### src/rtl/rr_arb_pkg.sv
// Shared types and helpers for the round-robin select arbiter.
// Used by rr_priority_pick and rr_sel_arbiter (optional burst mode: ARB_BURST_EN).
package rr_arb_pkg;

    localparam int NUM_CH = 4;

    typedef enum logic {
        IDLE  = 1'b0,
        GRANT = 1'b1
    } arb_state_t;

    // Same encoding as the downstream 2-to-4 decoder: sel=k drives bit k.
    function automatic logic [NUM_CH-1:0] sel2onehot(input logic [1:0] sel);
        sel2onehot = 4'b0001 << sel;
    endfunction

endpackage

### src/rtl/rr_priority_pick.sv
// Combinational rotating-priority picker: first requester found searching
// upward from last+1 with wrap; the channel equal to last is checked last.
module rr_priority_pick
    import rr_arb_pkg::*;
(
    input  logic [NUM_CH-1:0] req,
    input  logic [1:0]        last,
    output logic [1:0]        pick,
    output logic              any
);

    always_comb begin
        // NOTE: every output of a combinational block gets a default before any
        // conditional assignment; a path that leaves it unassigned infers a latch.
        pick = '0;
        any  = |req;
        // Walk from lowest priority (offset 4 == last) to highest (offset 1),
        // so the final hit is the winner.
        for (int off = NUM_CH; off >= 1; off--) begin
            if (req[last + 2'(off)]) begin
                pick = last + 2'(off);
            end
        end
    end

endmodule

### src/rtl/rr_sel_arbiter.sv
// Round-robin arbiter driving the 2-bit select of a 4:1 channel mux with a
// valid/ready handshake and per-producer ack. Optional burst mode: ARB_BURST_EN.
module rr_sel_arbiter
    import rr_arb_pkg::*;
#(
    parameter int MAX_BURST = 4
) (
    input  logic              clk,
    input  logic              rst,
    input  logic [NUM_CH-1:0] req,
    output logic [1:0]        sel,
    output logic [NUM_CH-1:0] gnt,
    output logic              out_valid,
    input  logic              out_ready,
    output logic [NUM_CH-1:0] ack
);

`ifdef ARB_BURST_EN
    localparam logic BURST_EN = 1'b1;
`else
    localparam logic BURST_EN = 1'b0;
`endif

    arb_state_t  state_q, state_d;
    logic [1:0]  sel_q, sel_d;
    logic [1:0]  last_q, last_d;
    logic [3:0]  cnt_q, cnt_d;

    logic [1:0]  pick;
    logic        any_req;
    logic        handshake;
    logic        burst_more;

    rr_priority_pick u_pick (
        .req  (req),
        .last (last_q),
        .pick (pick),
        .any  (any_req)
    );

    // A reset cycle aborts the transfer, so it never counts as a handshake.
    always_comb begin
        out_valid  = (state_q == GRANT);
        sel        = sel_q;
        gnt        = out_valid ? sel2onehot(sel_q) : '0;
        handshake  = out_valid && out_ready && !rst;
        ack        = handshake ? gnt : '0;
        burst_more = BURST_EN && req[sel_q] && (int'(cnt_q) < MAX_BURST - 1);
    end

    always_comb begin
        state_d = state_q;
        sel_d   = sel_q;
        last_d  = last_q;
        cnt_d   = cnt_q;
        case (state_q)
            IDLE: begin
                if (any_req) begin
                    sel_d   = pick;
                    state_d = GRANT;
                end
            end
            GRANT: begin
                if (handshake) begin
                    if (burst_more) begin
                        cnt_d = cnt_q + 4'd1;
                    end else begin
                        state_d = IDLE;
                        cnt_d   = '0;
                        last_d  = sel_q;
                    end
                end
            end
            default: state_d = IDLE;
        endcase
    end

    // last resets to 3 so channel 0 wins the first pick.
    always_ff @(posedge clk) begin
        // NOTE: state registers use non-blocking assignments so every flop
        // samples its _d value from before the edge, independent of block order.
        if (rst) begin
            state_q <= IDLE;
            sel_q   <= '0;
            last_q  <= 2'd3;
            cnt_q   <= '0;
        end else begin
            state_q <= state_d;
            sel_q   <= sel_d;
            last_q  <= last_d;
            cnt_q   <= cnt_d;
        end
    end

endmodule

### config.mk
export PLATFORM = sky130hd
export DESIGN_NAME = rr_sel_arbiter
export DESIGN_NICKNAME = d
export VERILOG_FILES = /design/src/rtl/rr_arb_pkg.sv /design/src/rtl/rr_priority_pick.sv /design/src/rtl/rr_sel_arbiter.sv
export SDC_FILE = /design/constraint.sdc
export NUM_CORES = 1
export LEC_CHECK = 0
export CAP_MARGIN = 25
export CORE_AREA = 3 3 40 42
export DETAILED_ROUTE_END_ITERATION = 8
export DIE_AREA = 0 0 43 45
export HOLD_SLACK_MARGIN = 0.15
export PLACE_DENSITY_LB_ADDON = 0.05
export SLEW_MARGIN = 5
export SYNTH_ARGS = -nofsm -noshare
export SYNTH_HDL_FRONTEND = slang
export SYNTH_SLANG_ARGS = --single-unit
### constraint.sdc
create_clock -name clk -period 2.5 [get_ports clk]
set_clock_uncertainty 0.1 [all_clocks]
set_input_delay 0.375 -clock clk [delete_from_list [all_inputs] [get_ports clk]]
set_output_delay 0.375 -clock clk [all_outputs]
set_load 0.005 [all_outputs]
==> summary.txt <==
Route
  – Avg WL per Cell: 11.9 um
  – Via count: 390
  – WL final: 949 um
  – DRC: 0
  – Drt pass-1 iters: 4
  – Via-per-instance ratio: 4.88
  – ANT nets after route: 0
  – Initial drt markers: 7

Worst setup path
  – Crit start category: input port
  – Worst path slowest cell: clkdlybuf4s50_1
  – Cell repeated most along the worst path: clkdlybuf4s50_1
  – CP Data Arrival Time: 1.85 ns
  – CP bufs+invs: 2
  – CP required: 2.03 ns
  – WS Path Type: in -> out
  – CP max stage delay: 0.55 ns
  – Worst path cell trace: clkdlybuf4s50_1 > nand2_1 > nor4b_1 > clkdlybuf4s50_1
  – Crit. End Element: output pin
  – Cell family with most CP delay: buffers and inverters
  – Worst Path Max Fanout: 7

Synth
  – Syn nets: 52
  – #FFs+latches synth: 5
  – Post-synthesis simple-gate area fraction: 38.0%
  – Sequential element share of the synthesized area: 29.0%
  – Post-synthesis compound-gate area fraction: 26.8%
  – Mux cell area share after synthesis: 0%
  – Post-Syn Area per Cell: 7.67 sq um
  – Post-Synth XOR/XNOR Area: 0%
  – Post-synthesis adder-cell area fraction: 0%
  – Number of distinct library cells after synthesis: 22
  – Main combinational cell family by area after synthesis: simple AND/OR/NAND/NOR gates
  – Cell Area, Synth: 345 sq um
  – Post-synthesis cell count: 45
  – Total number of yosys warnings: 0

Clock network
  – CTS Root Cell: clkbuf_4
  – Htree depth: 1
  – Latest clock arrival within the worst-skew pair: 0.24 ns
  – CTS tree: yes
  – Clk buf depth: 2
  – Postcts setup bufs: 0
  – CTS buffer count: 3
  – Clock transition at the registers of the reported paths: 0.04 ns
  – Hold Buf Count CTS: 0
  – Post-CTS Resized: 0
  – Clock sinks: 5

Timing
  – Setup TNS: 0 ns
  – Hold_ws: 0.452 ns
  – Final-report max-slew violation count: 0
  – Maximum clock frequency: 429 MHz
  – Endpoints failing setup: 0
  – Period minus WS final: 2.33 ns
  – Fin. Hold Viols: 0
  – Fin crit share: 93.2%
  – Slew @ Worst Pin: 0.317 ns
  – RSZ-0062 raised after global routing: false
  – Slew headroom: 78.7%

Hold path
  – Hold crit path type: reg -> reg

Run
  – Max-cap violations: 0

Layout
  – Most frequent cells in the layout: 17 x clkdlybuf4s50_1, 6 x a21oi_1, 5 x nand2_1, 5 x dfxtp_1
  – Layout Nets: 73
  – ANT cells: 0
  – Post-layout util: 43.7%
  – Syn-to-layout area delta: 62.7%
  – Commonest non-fill, non-tap cell in the layout: clkdlybuf4s50_1
  – Share of cells above drive strength 1: 10.8%

Pwr
  – Power Density: 456 nW/um^2
  – Total leakage power: 0.216 nW
  – Maximum VDD drop: 0.000247 V
  – Total power: 0.256 mW

GRT
  – Initial antenna violation count: 0
  – Global-route wire length before repair: 1430 um
  – Largest net degree at the start of global routing: 12
  – Overall routing resource usage: 9.99%
  – Global route overflow: 0
  – Vias in the first global route: 332

Outcome
  – Status: complete, no violations

Die
  – Die height: 45 um
  – I/O Pins: 18
  – Core Rows: 13
  – Full die area: 1940 sq um
  – Die X: 43 um
  – Starting Density: 26.9%
  – Core area: 1280 sq um

Place
  – Port buffer count: 17
  – RePlAce Congestion: 0.760
  – Post-DP HPWL: 716 um
## stage by stage
step	cells	worst slack, ns	area [sq um]
floorplan	45	1.07	345
global placement	76	0.186	536
detailed placement	76	0.189	536
CTS	80	0.160	562
global route	80	0.0679	562
finish	80	0.170	562
## cell families after synthesis
| family | Yosys count |
|---|---|
| flops | 5 |
| simple gates | 22 |
| buf+inv | 5 |
| compound gates | 13 |
## power breakdown
part | internal, mW | total [mW] | switching (mW)
combinational | 0.0387 | 0.0672 | 0.0284
clock | 0.0603 | 0.0924 | 0.0321
sequential | 0.0868 | 0.0964 | 0.00962
total | 0.186 | 0.256 | 0.0702
## per-layer routing
layer | vias up | wire length, um | track usage (%)
met5 | - | 0 | 0
met3 | 2 | 74 | 5.58
met1 | 170 | 459 | 12.5
met4 | 0 | 14 | 5.42
met2 | 13 | 400 | 13.5
li1 | 205 | - | -
## path summary, 6_finish.rpt
check | slack (ns) | from | depth (start not counted) | to
max reg2reg | 1.33 | last_q[1] | 4 | sel[0]
min reg2reg | 0.45 | last_q[0] | 1 | last_q[0]
max | 0.17 | out_ready | 4 | ack[2]
min | 0.45 | last_q[0] | 1 | last_q[0]
## flip-flops by register name, indices dropped and copies added, names as in the netlist
| signal | flops |
|---|---|
| last_q | 2 |
| out_valid | 1 |
| sel | 2 |
## synthesized netlist by cell type
master / number / share of area [%]
or2_1: 1 / 1.8
nor2_1: 2 / 2.2
o41ai_2: 1 / 4.7
buf_2: 2 / 2.9
nor2b_1: 2 / 3.6
nor4b_1: 1 / 2.5
nor4_2: 1 / 3.6
o21ai_1: 1 / 1.4
clkbuf_1: 1 / 1.1
nor3b_1: 2 / 4.3
nor4_1: 2 / 3.6
a211oi_1: 2 / 4.3
nand2b_1: 1 / 1.8
a211o_1: 2 / 5.1
nand2_1: 5 / 5.4
nor3_1: 1 / 1.4
nand3b_1: 1 / 2.2
a21oi_1: 6 / 8.7
and3_1: 3 / 5.4
inv_1: 2 / 2.2
dfxtp_1: 5 / 29
o31a_1: 1 / 2.5
## cell type report
cell class                 count  area (sq um)
timing repair buffer          19           185
clock buffer                   4          26.3
multi-input combinational     35           224
sequential                     5           100
fill                         143           723
inverter                       2          7.51
tap                           15          18.8
(Power assumes the default switching activity.)
==> patch 1 (same flow settings) <==
`NUM_CH`: 4 -> 5.
--- a/src/rtl/rr_arb_pkg.sv
+++ b/src/rtl/rr_arb_pkg.sv
@@ -4,3 +4,3 @@
 
-    localparam int NUM_CH = 4;
+    localparam int NUM_CH = 5;
 
Ports: changed (resized ack, gnt and req); port bits go from 18 to 21. No check against the original RTL was run, so the function may have changed too.
==> patch 1 against the unedited design <==
Synthesized area increased by 6.9%; sequential cell count is the same; fmax shrank 0.10%; design area grew 2.9%; core utilization increased by 1.3 points; non-clock buffer count did not move; combinational power rose by 1%; setup slack worse by 2.4 ps; power up 1.1%; wire length shrank 7.8%; critical path depth did not move; global-route usage grew 0.075 points.
==> patch 1: results (changes against the unedited design) <==
Parameter                              Value

Synthesis
  Most area-consuming cells after synthesis ... sky130_fd_sc_hd__dfxtp_1 27%, sky130_fd_sc_hd__nor3b_1 6.1%, sky130_fd_sc_hd__a211o_1 4.7% (was sky130_fd_sc_hd__dfxtp_1 29%, sky130_fd_sc_hd__a21oi_1 8.7%, sky130_fd_sc_hd__and3_1 5.4%)
  Post-synthesis area per instance ... 7.690 um2 (was 7.674 um2)
  Compound-cell area share of the yosys netlist ... 28.14% (was 26.81%)
  Sequential cell area fraction in the yosys report ... 27.12% (was 28.99%)

Route
  Via count ... 399 (was 390)
  Final wirelength ... 875 um (was 949 um)
  WL met2 ... 415 um (was 400 um)
  Detailed-routing wirelength on met1 ... 409 um (was 459 um)
  Detailed-router iteration count before antenna repair ... 3 (was 4)
  Uppermost metal layer occupied by signal nets ... met3 (was met4)
  Amount of wire on met3 after detailed routing ... 50 um (was 74 um)
  Number of violations reported at the end of detailed-routing iteration 0 ... 3 (was 7)

Hold path
  Worst hold stages ... 1 (unchanged)

Pwr
  Power of the clock network ... 0.0918 mW (was 0.0924 mW)
  Power consumption ... 0.2587 mW (was 0.2559 mW)
  Leakage Power ... 0.2248 nW (was 0.2163 nW)
  Reported combinational group power ... 0.0680 mW (was 0.0672 mW)
  Worst vdd ir ... 0.2008 mV (was 0.2467 mV)

Timing
  Post-Route Hold Slack ... 437.1 ps (was 451.9 ps)
  Maximum clock rate ... 0.4288 GHz (was 0.4292 GHz)

Cells and area
  Relative area of clock buffers and inverters in the final design ... 4.545% (was 4.677%)
  Fillers ... 134 (was 143)
  Sequential fraction of total cell area ... 17.32% (was 17.82%)
  Area share of buffers outside the clock network ... 32.47% (was 32.96%)
  Inverters ... 4 (was 2)
  Area of the multi-input gates ... 230.2 um2 (was 224.0 um2)

Global routing
  Wire length of the first global-routing pass ... 1.490 mm (was 1.428 mm)
  Via count of the first global-routing pass ... 384 (was 332)
  GRT Total Usage ... 10.07% (was 9.992%)
  Global Route met3 Usage ... 3.586% (was 5.578%)
  Met1 GRT Util ... 10.10% (was 12.53%)

Status
  Outcome ... finished, final reports clean (unchanged)

Setup path
  Minimum setup slack among reg-to-reg paths ... 1290 ps (was 1330 ps)
  Worst setup path startpoint ... out_ready (unchanged)
  CP Max Fanout ... 7 (unchanged)

Place
  Input/output buffers ... 18 (was 17)
  RePlAce Congestion ... 0.7284 (was 0.7603)
  Place WS ... 145.8 ps (was 189.2 ps)
  Half-perimeter wire length after placement ... 703.7 um (was 715.6 um)
patch 1: cell types whose count changed after synthesis, moves of 2 or more:
| cell | before | now |
|---|---|---|
| sky130_fd_sc_hd__a31oi_1 | 0 | 2 |
| sky130_fd_sc_hd__nor3_1 | 1 | 3 |
| sky130_fd_sc_hd__nor2b_1 | 2 | 0 |
| sky130_fd_sc_hd__inv_1 | 2 | 4 |
| sky130_fd_sc_hd__buf_4 | 0 | 2 |
| sky130_fd_sc_hd__nand2_1 | 5 | 3 |
| sky130_fd_sc_hd__a21oi_1 | 6 | 0 |
| sky130_fd_sc_hd__a211oi_1 | 2 | 0 |
patch 1: stage by stage:
stage	instance area, um2	util [%]
after floorplan	372.9	-
after global placement	551.8	42.94
after detailed placement	551.8	42.94
after CTS	578.1	44.99
after global routing	578.1	44.99
final	578.1	44.99
patch 1: cell families after synthesis:
logic type      after synthesis
simple gates                 20
compound gates               13
buf+inv                       9
flops                         5
other cells                   1
==> patch 2 (same settings) <==
Without the edit above. Make the reset (`rst`) asynchronous in one clocked block.
--- a/src/rtl/rr_sel_arbiter.sv
+++ b/src/rtl/rr_sel_arbiter.sv
@@ -78,3 +78,3 @@
     // last resets to 3 so channel 0 wins the first pick.
-    always_ff @(posedge clk) begin
+    always_ff @(posedge clk or posedge rst) begin
         // NOTE: state registers use non-blocking assignments so every flop
Formal check against the unedited RTL: differs if rst is asserted again (counterexample within 4 cycles, from zero or initial values and one cycle with rst high); with rst held inactive, the same outputs for 10 cycles.
==> patch 2 against the unedited design <==
Sequential cell count is the same; synthesized cell count is 8.9% lower; global-route usage rose by 0.62 points; synthesized area is 6.5% higher; wire length is 1.6% higher; fmax is 4.2% higher; via count grew 1.0%; core utilization grew 1.7 points; design area rose by 3.8%; worst hold slack got worse by 110 ps; largest cell class unchanged; setup slack better by 94 ps.
Power is not compared: it rests on default switching activity, and its combinational part moved more than twofold at a synthesized area within 25%.
==> patch 2: results (changes against the unedited design) <==
Parameter                              Value

Status
  Outcome ... finished, final reports clean (unchanged)

Route
  Wire length per cell after detailed routing ... 12.68 um (was 11.86 um)
  Amount of wire on met3 after detailed routing ... 63 um (was 74 um)
  Via count ... 394 (was 390)
  Detailed-routing wirelength on met1 ... 399 um (was 459 um)
  Number of violations reported at the end of detailed-routing iteration 0 ... 6 (was 7)
  WL met2 ... 474 um (was 400 um)

Setup path
  Slowest Stage Delay on Critical Path ... 530 ps (was 550 ps)
  Arr. time, crit path ... 1760 ps (was 1850 ps)
  Crit Reg-Reg Startpoint ... last_q[1] (unchanged)
  Minimum setup slack among reg-to-reg paths ... 1200 ps (was 1330 ps)
  Worst R2R Path Depth ... 3 (was 4)

Cells and area
  Fillers ... 127 (was 143)
  Footprint of the flip-flops and latches ... 127.6 um2 (was 100.1 um2)
  Layout cells sized above 1 ... 18.03% (was 10.77%)
  Final net count ... 69 (was 73)

Synthesis
  Proportion of register bits with asynchronous set or reset after synthesis ... 100.0% (was 0%)
  Compound-cell area share of the yosys netlist ... 20.41% (was 26.81%)
  Post-Syn Nets ... 48 (was 52)
  Sequential cell area fraction in the yosys report ... 34.69% (was 28.99%)
  Primary flip-flop cell chosen by synthesis mapping ... sky130_fd_sc_hd__dfrtp_1 (was sky130_fd_sc_hd__dfxtp_1)

Hold path
  Hold Crit Class ... in -> async (was reg -> reg)

Global routing
  Via count of the first global-routing pass ... 365 (was 332)
  Wire length of the first global-routing pass ... 1.545 mm (was 1.428 mm)
  Pin count of the biggest net entering global routing ... 11 (was 12)

Place
  Half-perimeter wire length after placement ... 773.9 um (was 715.6 um)

Timing
  Post-Route Hold Slack ... 337.5 ps (was 451.9 ps)
  Maximum clock rate ... 0.4472 GHz (was 0.4292 GHz)
-- patch 2: area by class of cell --
cell class | instances | area share, %
Timing Repair Buffer | 18 | 30.47
Inverter | 3 | 1.931
Sequential cell | 5 | 21.89
Multi-Input combinational cell | 31 | 37.98
Tap cell | 15 | 3.219
Clock buffer | 4 | 4.506
-- patch 2: where the power goes --
group / internal [mW] / switching, mW
clock network: 0.0601 / 0.0290
registers: 0.133 / 0.0807
logic: 0.193 / 0.0964
total: 0.386 / 0.206
-- patch 2: worst max-delay path by stage --
| stage | start | end | depth (start not counted) |
|---|---|---|---|
| detailed placement | out_ready | ack[2] | 4 |
| global route | out_ready | ack[2] | 4 |
| finish | out_ready | ack[2] | 4 |
| global placement | out_ready | ack[2] | 4 |
| CTS | out_ready | ack[2] | 4 |
| floorplan | rst | ack[2] | 3 |
-- patch 2: per-layer routing --
metal	vias up	track usage, %
li1	191	-
met1	187	11.92
met2	12	17.96
met3	4	1.195
met4	0	9.036
met5	-	0
